--- src/rtl/rv32i_pkg.sv ---
// +--------------------------------------------------------------------+
// | rv32i_pkg                                                          |
// | Shared constants and types for the RV32I register file.            |
// | Revision: 1.0                                                      |
// +--------------------------------------------------------------------+
`default_nettype none

package rv32i_pkg;

  localparam int RV_XLEN  = 32;
  localparam int REG_ZERO = 0;

  typedef enum logic [0:0] {
    RF_CLEAR = 1'b0,
    RF_READY = 1'b1
  } rf_state_t;

endpackage

`default_nettype wire

--- src/rtl/register_file_mp_if.sv ---
// +--------------------------------------------------------------------+
// | register_file_mp_if                                                |
// | Decode/writeback bus of the multi-port register file.              |
// | Revision: 1.0                                                      |
// +--------------------------------------------------------------------+
`default_nettype none

interface register_file_mp_if #(
  parameter int XLEN           = 32,
  parameter int NUM_REGS       = 32,
  parameter int NUM_READ_PORTS = 2
);
  localparam int ADDR_W = $clog2(NUM_REGS);

  logic                             write_enable;
  logic [ADDR_W-1:0]                write_reg;
  logic [XLEN-1:0]                  write_data;
  logic [NUM_READ_PORTS*ADDR_W-1:0] read_reg;
  logic [NUM_READ_PORTS*XLEN-1:0]   read_data;
  logic [NUM_READ_PORTS-1:0]        read_busy;
  logic                             reserve_en;
  logic [ADDR_W-1:0]                reserve_reg;
  logic                             init_busy;

  modport master (
    output write_enable, write_reg, write_data, read_reg, reserve_en, reserve_reg,
    input  read_data, read_busy, init_busy
  );

  modport slave (
    input  write_enable, write_reg, write_data, read_reg, reserve_en, reserve_reg,
    output read_data, read_busy, init_busy
  );
endinterface

`default_nettype wire

--- src/rtl/register_file_mp_scoreboard.sv ---
// +--------------------------------------------------------------------+
// | rf_scoreboard                                                      |
// | Per-register busy bits for hazard detection; set beats clear.      |
// | Revision: 1.0                                                      |
// +--------------------------------------------------------------------+
`default_nettype none

module rf_scoreboard
  import rv32i_pkg::*;
#(
  parameter int  NUM_REGS       = 32,
  parameter int  NUM_READ_PORTS = 2,
  localparam int ADDR_W         = $clog2(NUM_REGS)
) (
  input  wire logic                             clk,
  input  wire logic                             rst,
  input  wire logic                             i_ready,
  input  wire logic                             i_clr_en,
  input  wire logic [ADDR_W-1:0]                i_clr_idx,
  input  wire logic                             i_set_en,
  input  wire logic [ADDR_W-1:0]                i_set_idx,
  input  wire logic [NUM_READ_PORTS*ADDR_W-1:0] i_rd_idx,
  output logic      [NUM_READ_PORTS-1:0]        o_busy
);

  logic [NUM_REGS-1:0] r_busy;
  logic [NUM_REGS-1:0] w_busy_nxt;

  // A newly issued producer supersedes the one retiring in the same cycle.
  always_comb begin
    w_busy_nxt = r_busy;
    if (i_ready) begin
      if (i_clr_en) w_busy_nxt[i_clr_idx] = 1'b0;
      if (i_set_en) w_busy_nxt[i_set_idx] = 1'b1;
    end
    w_busy_nxt[REG_ZERO] = 1'b0;
  end

  always_ff @(posedge clk) begin
    if (rst) r_busy <= '0;
    else     r_busy <= w_busy_nxt;
  end

  always_comb begin
    o_busy = '0;
    for (int p = 0; p < NUM_READ_PORTS; p++) begin
      o_busy[p] = r_busy[i_rd_idx[p*ADDR_W +: ADDR_W]];
    end
  end

endmodule

`default_nettype wire

--- src/rtl/register_file_mp.sv ---
// +--------------------------------------------------------------------+
// | register_file_mp                                                   |
// | N-read/1-write register file with hardwired x0, post-reset clear   |
// | sequencer and busy scoreboard. Optional write-first forwarding is  |
// | enabled by defining REGFILE_WRITE_BYPASS_EN.                       |
// | Revision: 1.0                                                      |
// +--------------------------------------------------------------------+
`default_nettype none

module register_file_mp
  import rv32i_pkg::*;
#(
  parameter int  XLEN           = RV_XLEN,
  parameter int  NUM_REGS       = 32,
  parameter int  NUM_READ_PORTS = 2,
  localparam int ADDR_W         = $clog2(NUM_REGS)
) (
  input wire logic          pll_1_200MHz,
  input wire logic          reset,
  register_file_mp_if.slave bus
);

  localparam logic [ADDR_W-1:0] C_LAST_IDX = ADDR_W'(NUM_REGS - 1);
  localparam logic [ADDR_W-1:0] C_ZERO_IDX = ADDR_W'(REG_ZERO);

  rf_state_t         r_state;
  rf_state_t         w_state_nxt;
  logic [ADDR_W-1:0] r_clr_cnt;
  logic [ADDR_W-1:0] w_clr_cnt_nxt;
  logic              r_init_busy;
  logic [XLEN-1:0]   r_regs [NUM_REGS];

  logic                      w_ready;
  logic                      w_rd_en;
  logic                      w_wr;
  logic [NUM_READ_PORTS-1:0] w_sb_busy;

  assign w_ready = (r_state == RF_READY);
  assign w_rd_en = w_ready & ~reset;
  assign w_wr    = w_ready & bus.write_enable & (bus.write_reg != C_ZERO_IDX);

  always_ff @(posedge pll_1_200MHz) begin
    if (reset) begin
      r_state     <= RF_CLEAR;
      r_clr_cnt   <= '0;
      r_init_busy <= 1'b1;
    end else begin
      r_state     <= w_state_nxt;
      r_clr_cnt   <= w_clr_cnt_nxt;
      r_init_busy <= (w_state_nxt == RF_CLEAR);
    end
  end

  always_comb begin
    w_state_nxt   = r_state;
    w_clr_cnt_nxt = r_clr_cnt;
    case (r_state)
      RF_CLEAR: begin
        if (r_clr_cnt == C_LAST_IDX) w_state_nxt = RF_READY;
        else                         w_clr_cnt_nxt = r_clr_cnt + 1'b1;
      end
      RF_READY: ;
      default:  w_state_nxt = RF_CLEAR;
    endcase
  end

  // Storage needs no reset of its own: the clear sequence zeroes it.
  always_ff @(posedge pll_1_200MHz) begin
    if (!reset) begin
      if (r_state == RF_CLEAR) r_regs[r_clr_cnt]     <= '0;
      else if (w_wr)           r_regs[bus.write_reg] <= bus.write_data;
    end
  end

  rf_scoreboard #(
    .NUM_REGS       (NUM_REGS),
    .NUM_READ_PORTS (NUM_READ_PORTS)
  ) u_scoreboard (
    .clk       (pll_1_200MHz),
    .rst       (reset),
    .i_ready   (w_ready),
    .i_clr_en  (bus.write_enable),
    .i_clr_idx (bus.write_reg),
    .i_set_en  (bus.reserve_en),
    .i_set_idx (bus.reserve_reg),
    .i_rd_idx  (bus.read_reg),
    .o_busy    (w_sb_busy)
  );

  always_comb begin
    logic [ADDR_W-1:0] w_idx;
    bus.read_data = '0;
    bus.read_busy = '0;
    for (int p = 0; p < NUM_READ_PORTS; p++) begin
      w_idx = bus.read_reg[p*ADDR_W +: ADDR_W];
      if (w_rd_en) begin
        if (w_idx != C_ZERO_IDX) bus.read_data[p*XLEN +: XLEN] = r_regs[w_idx];
        bus.read_busy[p] = w_sb_busy[p];
`ifdef REGFILE_WRITE_BYPASS_EN
        if (w_wr && (bus.write_reg == w_idx)) begin
          bus.read_data[p*XLEN +: XLEN] = bus.write_data;
          if (!(bus.reserve_en && (bus.reserve_reg == w_idx))) bus.read_busy[p] = 1'b0;
        end
`endif
      end
    end
  end

  assign bus.init_busy = r_init_busy | reset;

endmodule

`default_nettype wire

--- src/flat_wrapper.sv ---
// flat-port wrapper written by rule: the top's interface ports become plain ports
module register_file_mp_flat import rv32i_pkg::*;
#(
  parameter int  XLEN           = RV_XLEN,
  parameter int  NUM_REGS       = 32,
  parameter int  NUM_READ_PORTS = 2,
  localparam int ADDR_W         = $clog2(NUM_REGS)
)
  (pll_1_200MHz, reset, bus_write_enable, bus_write_reg, bus_write_data, bus_read_reg, bus_reserve_en, bus_reserve_reg, bus_read_data, bus_read_busy, bus_init_busy);
  register_file_mp_if #(.XLEN(XLEN), .NUM_REGS(NUM_REGS), .NUM_READ_PORTS(NUM_READ_PORTS)) bus_i ();
  input wire logic pll_1_200MHz;
  input wire logic reset;
  input wire logic [$bits(bus_i.write_enable)-1:0] bus_write_enable;
  input wire logic [$bits(bus_i.write_reg)-1:0] bus_write_reg;
  input wire logic [$bits(bus_i.write_data)-1:0] bus_write_data;
  input wire logic [$bits(bus_i.read_reg)-1:0] bus_read_reg;
  input wire logic [$bits(bus_i.reserve_en)-1:0] bus_reserve_en;
  input wire logic [$bits(bus_i.reserve_reg)-1:0] bus_reserve_reg;
  output wire logic [$bits(bus_i.read_data)-1:0] bus_read_data;
  output wire logic [$bits(bus_i.read_busy)-1:0] bus_read_busy;
  output wire logic [$bits(bus_i.init_busy)-1:0] bus_init_busy;
  assign bus_i.write_enable = bus_write_enable;
  assign bus_i.write_reg = bus_write_reg;
  assign bus_i.write_data = bus_write_data;
  assign bus_i.read_reg = bus_read_reg;
  assign bus_i.reserve_en = bus_reserve_en;
  assign bus_i.reserve_reg = bus_reserve_reg;
  assign bus_read_data = bus_i.read_data;
  assign bus_read_busy = bus_i.read_busy;
  assign bus_init_busy = bus_i.init_busy;
  register_file_mp #(.XLEN(XLEN), .NUM_REGS(NUM_REGS), .NUM_READ_PORTS(NUM_READ_PORTS)) u_core (.pll_1_200MHz(pll_1_200MHz), .reset(reset), .bus(bus_i));
endmodule
--- config.mk ---
export PLATFORM = sky130hd
export DESIGN_NAME = register_file_mp_flat
export DESIGN_NICKNAME = d
export VERILOG_FILES = /design/src/rtl/rv32i_pkg.sv /design/src/rtl/register_file_mp_if.sv /design/src/rtl/register_file_mp_scoreboard.sv /design/src/rtl/register_file_mp.sv /design/src/flat_wrapper.sv
export SDC_FILE = /design/constraint.sdc
export NUM_CORES = 1
export LEC_CHECK = 0
export CORE_MARGIN = 2
export CORE_UTILIZATION = 35
export CTS_CLUSTER_SIZE = 12
export DETAILED_ROUTE_END_ITERATION = 10
export GPL_TIMING_DRIVEN = 0
export HOLD_SLACK_MARGIN = 0.06
export PLACE_DENSITY = 0.63
export SYNTH_ARGS = -nofsm -noshare
export SYNTH_HDL_FRONTEND = slang
export SYNTH_HIERARCHICAL = 1
export SYNTH_SLANG_ARGS = --single-unit
--- constraint.sdc ---
create_clock -name pll_1_200MHz -period 3.8 [get_ports pll_1_200MHz]
set_clock_uncertainty 0.15 [all_clocks]
set_input_delay 0.76 -clock pll_1_200MHz [delete_from_list [all_inputs] [get_ports pll_1_200MHz]]
set_output_delay 0.76 -clock pll_1_200MHz [all_outputs]
set_load 0.05 [all_outputs]
==> results_dict.tcl <==
set metrics [dict create \
    io_pins 123 \
    vias_per_cell 6.10 \
    yosysMostFrequentCell "edfxtp_1" \
    timing.fmax_mhz 258 \
    yosys.area.top_type "edfxtp_1" \
    ys_top_cells_by_area "edfxtp_1 (61%), mux4_2 (15%), mux2i_1 (8.0%), o22ai_1 (2.4%), and3_1 (1.6%)" \
    rows 138 \
    syn2layout_area_growth_pct 21.6 \
    setup_ws_ns -0.0744 \
    nets 3411 \
    htreeDepth 3 \
    wl_per_cell_um 29.9 \
    hpwlAfterDp_um 113000 \
    hold_viol 0 \
    numCtsBuffers 105 \
    yosys_register_bits 1062 \
    placed_area_um2 54700 \
    cts.sinks 1062 \
    grt_pass1_wl_um 222000 \
    place.gp.congestion 0.912 \
    cp-start-kind "input pin" \
    dieArea_um2 146000 \
    grt_usage 0.209 \
    syn-instance-count 3014 \
    vias 32282 \
    synth_async_sr_flop_share 0 \
    syn_area_um2 50200 \
    synth_edf_count 1024 \
    setup-tns-final_ns -0.400 \
    p_total_mw 23.9 \
    slew_violations 0 \
    io_buffers 119 \
    finalSetupViolCount 13 \
    synth_top_area_frac 0.613 \
    yosys_most_used_dff "edfxtp_1" \
    hold_path.class "input pin to register" \
    layout-drive-gt1-share 0.325 \
    antenna_found_initial 2 \
    synth_warnings 6 \
    cp_data_arrival_time_ns 2.96 \
    relSlewSlack 0.112 \
    synth.net_count 3072 \
    status "finished with violations" \
    grt_pass1_vias 31958 \
    drtPass1Iterations 5 \
    clkTransAtPathRegs_ns 0.06 \
    grt_max_degree 33 \
    route.detailed.drc 0 \
    path_max_fanout 8 \
    drv_cap 0 \
    leakage_nw 19.3 \
    cts_buffer_depth 3 \
    worst_pin_slew_ns 1.33 \
    postRouteWirelength_um 158000 \
    fin_crit_sh 1.02 \
    yosys-top-cells-count "edfxtp_1 (1,024), mux2i_1 (400), mux4_2 (327)" \
    root_buffer "clkbuf_16" \
    synthDistinctLibCells 55 \
    postRouteAntennaNets 0 \
    required_ns 2.89 \
    fin_area_um2 61000 \
    cts_tree "done" \
    die_x_um 383 \
    overflow 0 \
    die_y_um 383 \
    cts_hold_buf 0 \
    core-area_um2 142000 \
    period_needed_ns 3.87 \
    syn_area_per_cell_um2 16.7 \
    power.density_nw_per_um2 392 \
    peakVddDrop_uv 345 \
    initial_core_util 0.354 \
    violations "setup timing" \
    endpoint_kind "output port" \
    clock_latency_ns 0.69 \
    seq_area_frac_synth 0.628 \
    drtIter0Drc 3856 \
    crit_type "input pin to output port" \
    rsz0062_at_grt "true" \
]
[where the power goes]
group	total, mW	switching, mW	internal (mW)
combinational	1.73	0.937	0.791
clock	9.44	4.22	5.22
sequential	12.8	0.0329	12.7
[area by class of cell]
type	count	area, um^2
fill	12415	80900
sequential	1062	31500
multi-input combinational	1689	18500
timing repair buffer	245	2830
buffer	240	2800
clock buffer	129	2780
tap	1890	2360
clock inverter	30	194
inverter	10	37.5
antenna	1	2.50
[layer usage]
| metal | global-route usage | up-vias | share of wire |
|---|---|---|---|
| li1 | - | 13321 | - |
| met1 | 0.274 | 16909 | 0.39 |
| met2 | 0.344 | 1799 | 0.49 |
| met3 | 0.0435 | 251 | 0.096 |
| met4 | 0.0714 | 2 | 0.031 |
| met5 | 0 | - | 0.000082 |
[timing repair]
action / 4_1_cts / 5_1_grt
buffers inserted: 50 / 34
setup endpoints to repair: 1027 / 409
hold endpoints to repair: 0 / 0
pin swaps: 63 / 61
gates resized for setup: 1007 / 187
cloned: 4 / 8
[critical path, stage by stage]
cell,delay (ns)
buf_12,0.10
buf_12,0.14
buf_16,0.18
buf_16,0.14
bufbuf_16,0.26
mux2i_1,0.19
o22ai_1,0.12
o21ai_2,0.34
nand4_1,0.42
buf_6,0.30
[through the flow]
stage          utilization  hold WS (ns)  std cells  setup slack [ns]
2_1_floorplan            -         0.310       3014            0.0657
3_3_place_gp         0.379         0.326       5023             -2.54
3_5_place_dp         0.385         0.336       5055             -2.17
4_1_cts              0.422         0.118       5258           -0.0481
5_1_grt              0.430         0.157       5295            -0.110
6_report             0.430         0.151       5296           -0.0744
[state kept, by name (all words and copies together), names as in the netlist]
| signal | flops |
|---|---|
| u_core/r_regs | 1024 |
| u_core/u_scoreboard/r_busy | 31 |
| u_core/r_clr_cnt | 5 |
| u_core/r_init_busy | 1 |
| u_core/r_state | 1 |
[cells in the final DEF, fill, tap and decap left out, drive strengths merged, types with 6 or more instances in the layout]
master	Yosys	layout
nand3	17	17
o22ai	189	189
buf	139	339
dfxtp	38	38
or2	7	7
o21ai	98	98
nor2	54	55
clkinv	0	26
nand3b	9	9
nand4	68	68
nor2b	7	7
and3	128	128
mux2i	400	400
mux4	327	327
clkdlybuf4s50	0	47
a21oi	104	104
nor3	6	6
inv	10	11
or3b	6	6
a31oi	68	68
nand2b	6	6
nor3b	7	7
edfxtp	1024	1024
nand2	43	43
a32oi	63	63
and2	38	38
clkbuf	115	226
[worst paths after layout]
path                                      start                             end  slack (ns)  cells after the start
setup / recovery                bus_read_reg[6]               bus_read_data[44]       -0.07                     10
hold / removal                            reset  u_core/u_scoreboard/r_busy[14]        0.15                      2
setup reg to reg                 u_core/r_state            u_core/r_regs[21][9]        0.51                      7
hold reg to reg   u_core/u_scoreboard/r_busy[5]   u_core/u_scoreboard/r_busy[5]        0.34                      2
[kinds of logic after synthesis]
kind of cell	count (synthesis)	synth area share
DFF	1062	0.628
muxes	727	0.227
AOI/OAI and AO/OA	543	0.0667
and+or+nand+nor	413	0.0483
buffers and inverters	264	0.0296
xor gates and xnor gates	3	0.000524
adders and majority gates	2	0.000499
Note: power is estimated with default switching activity, not from simulation.
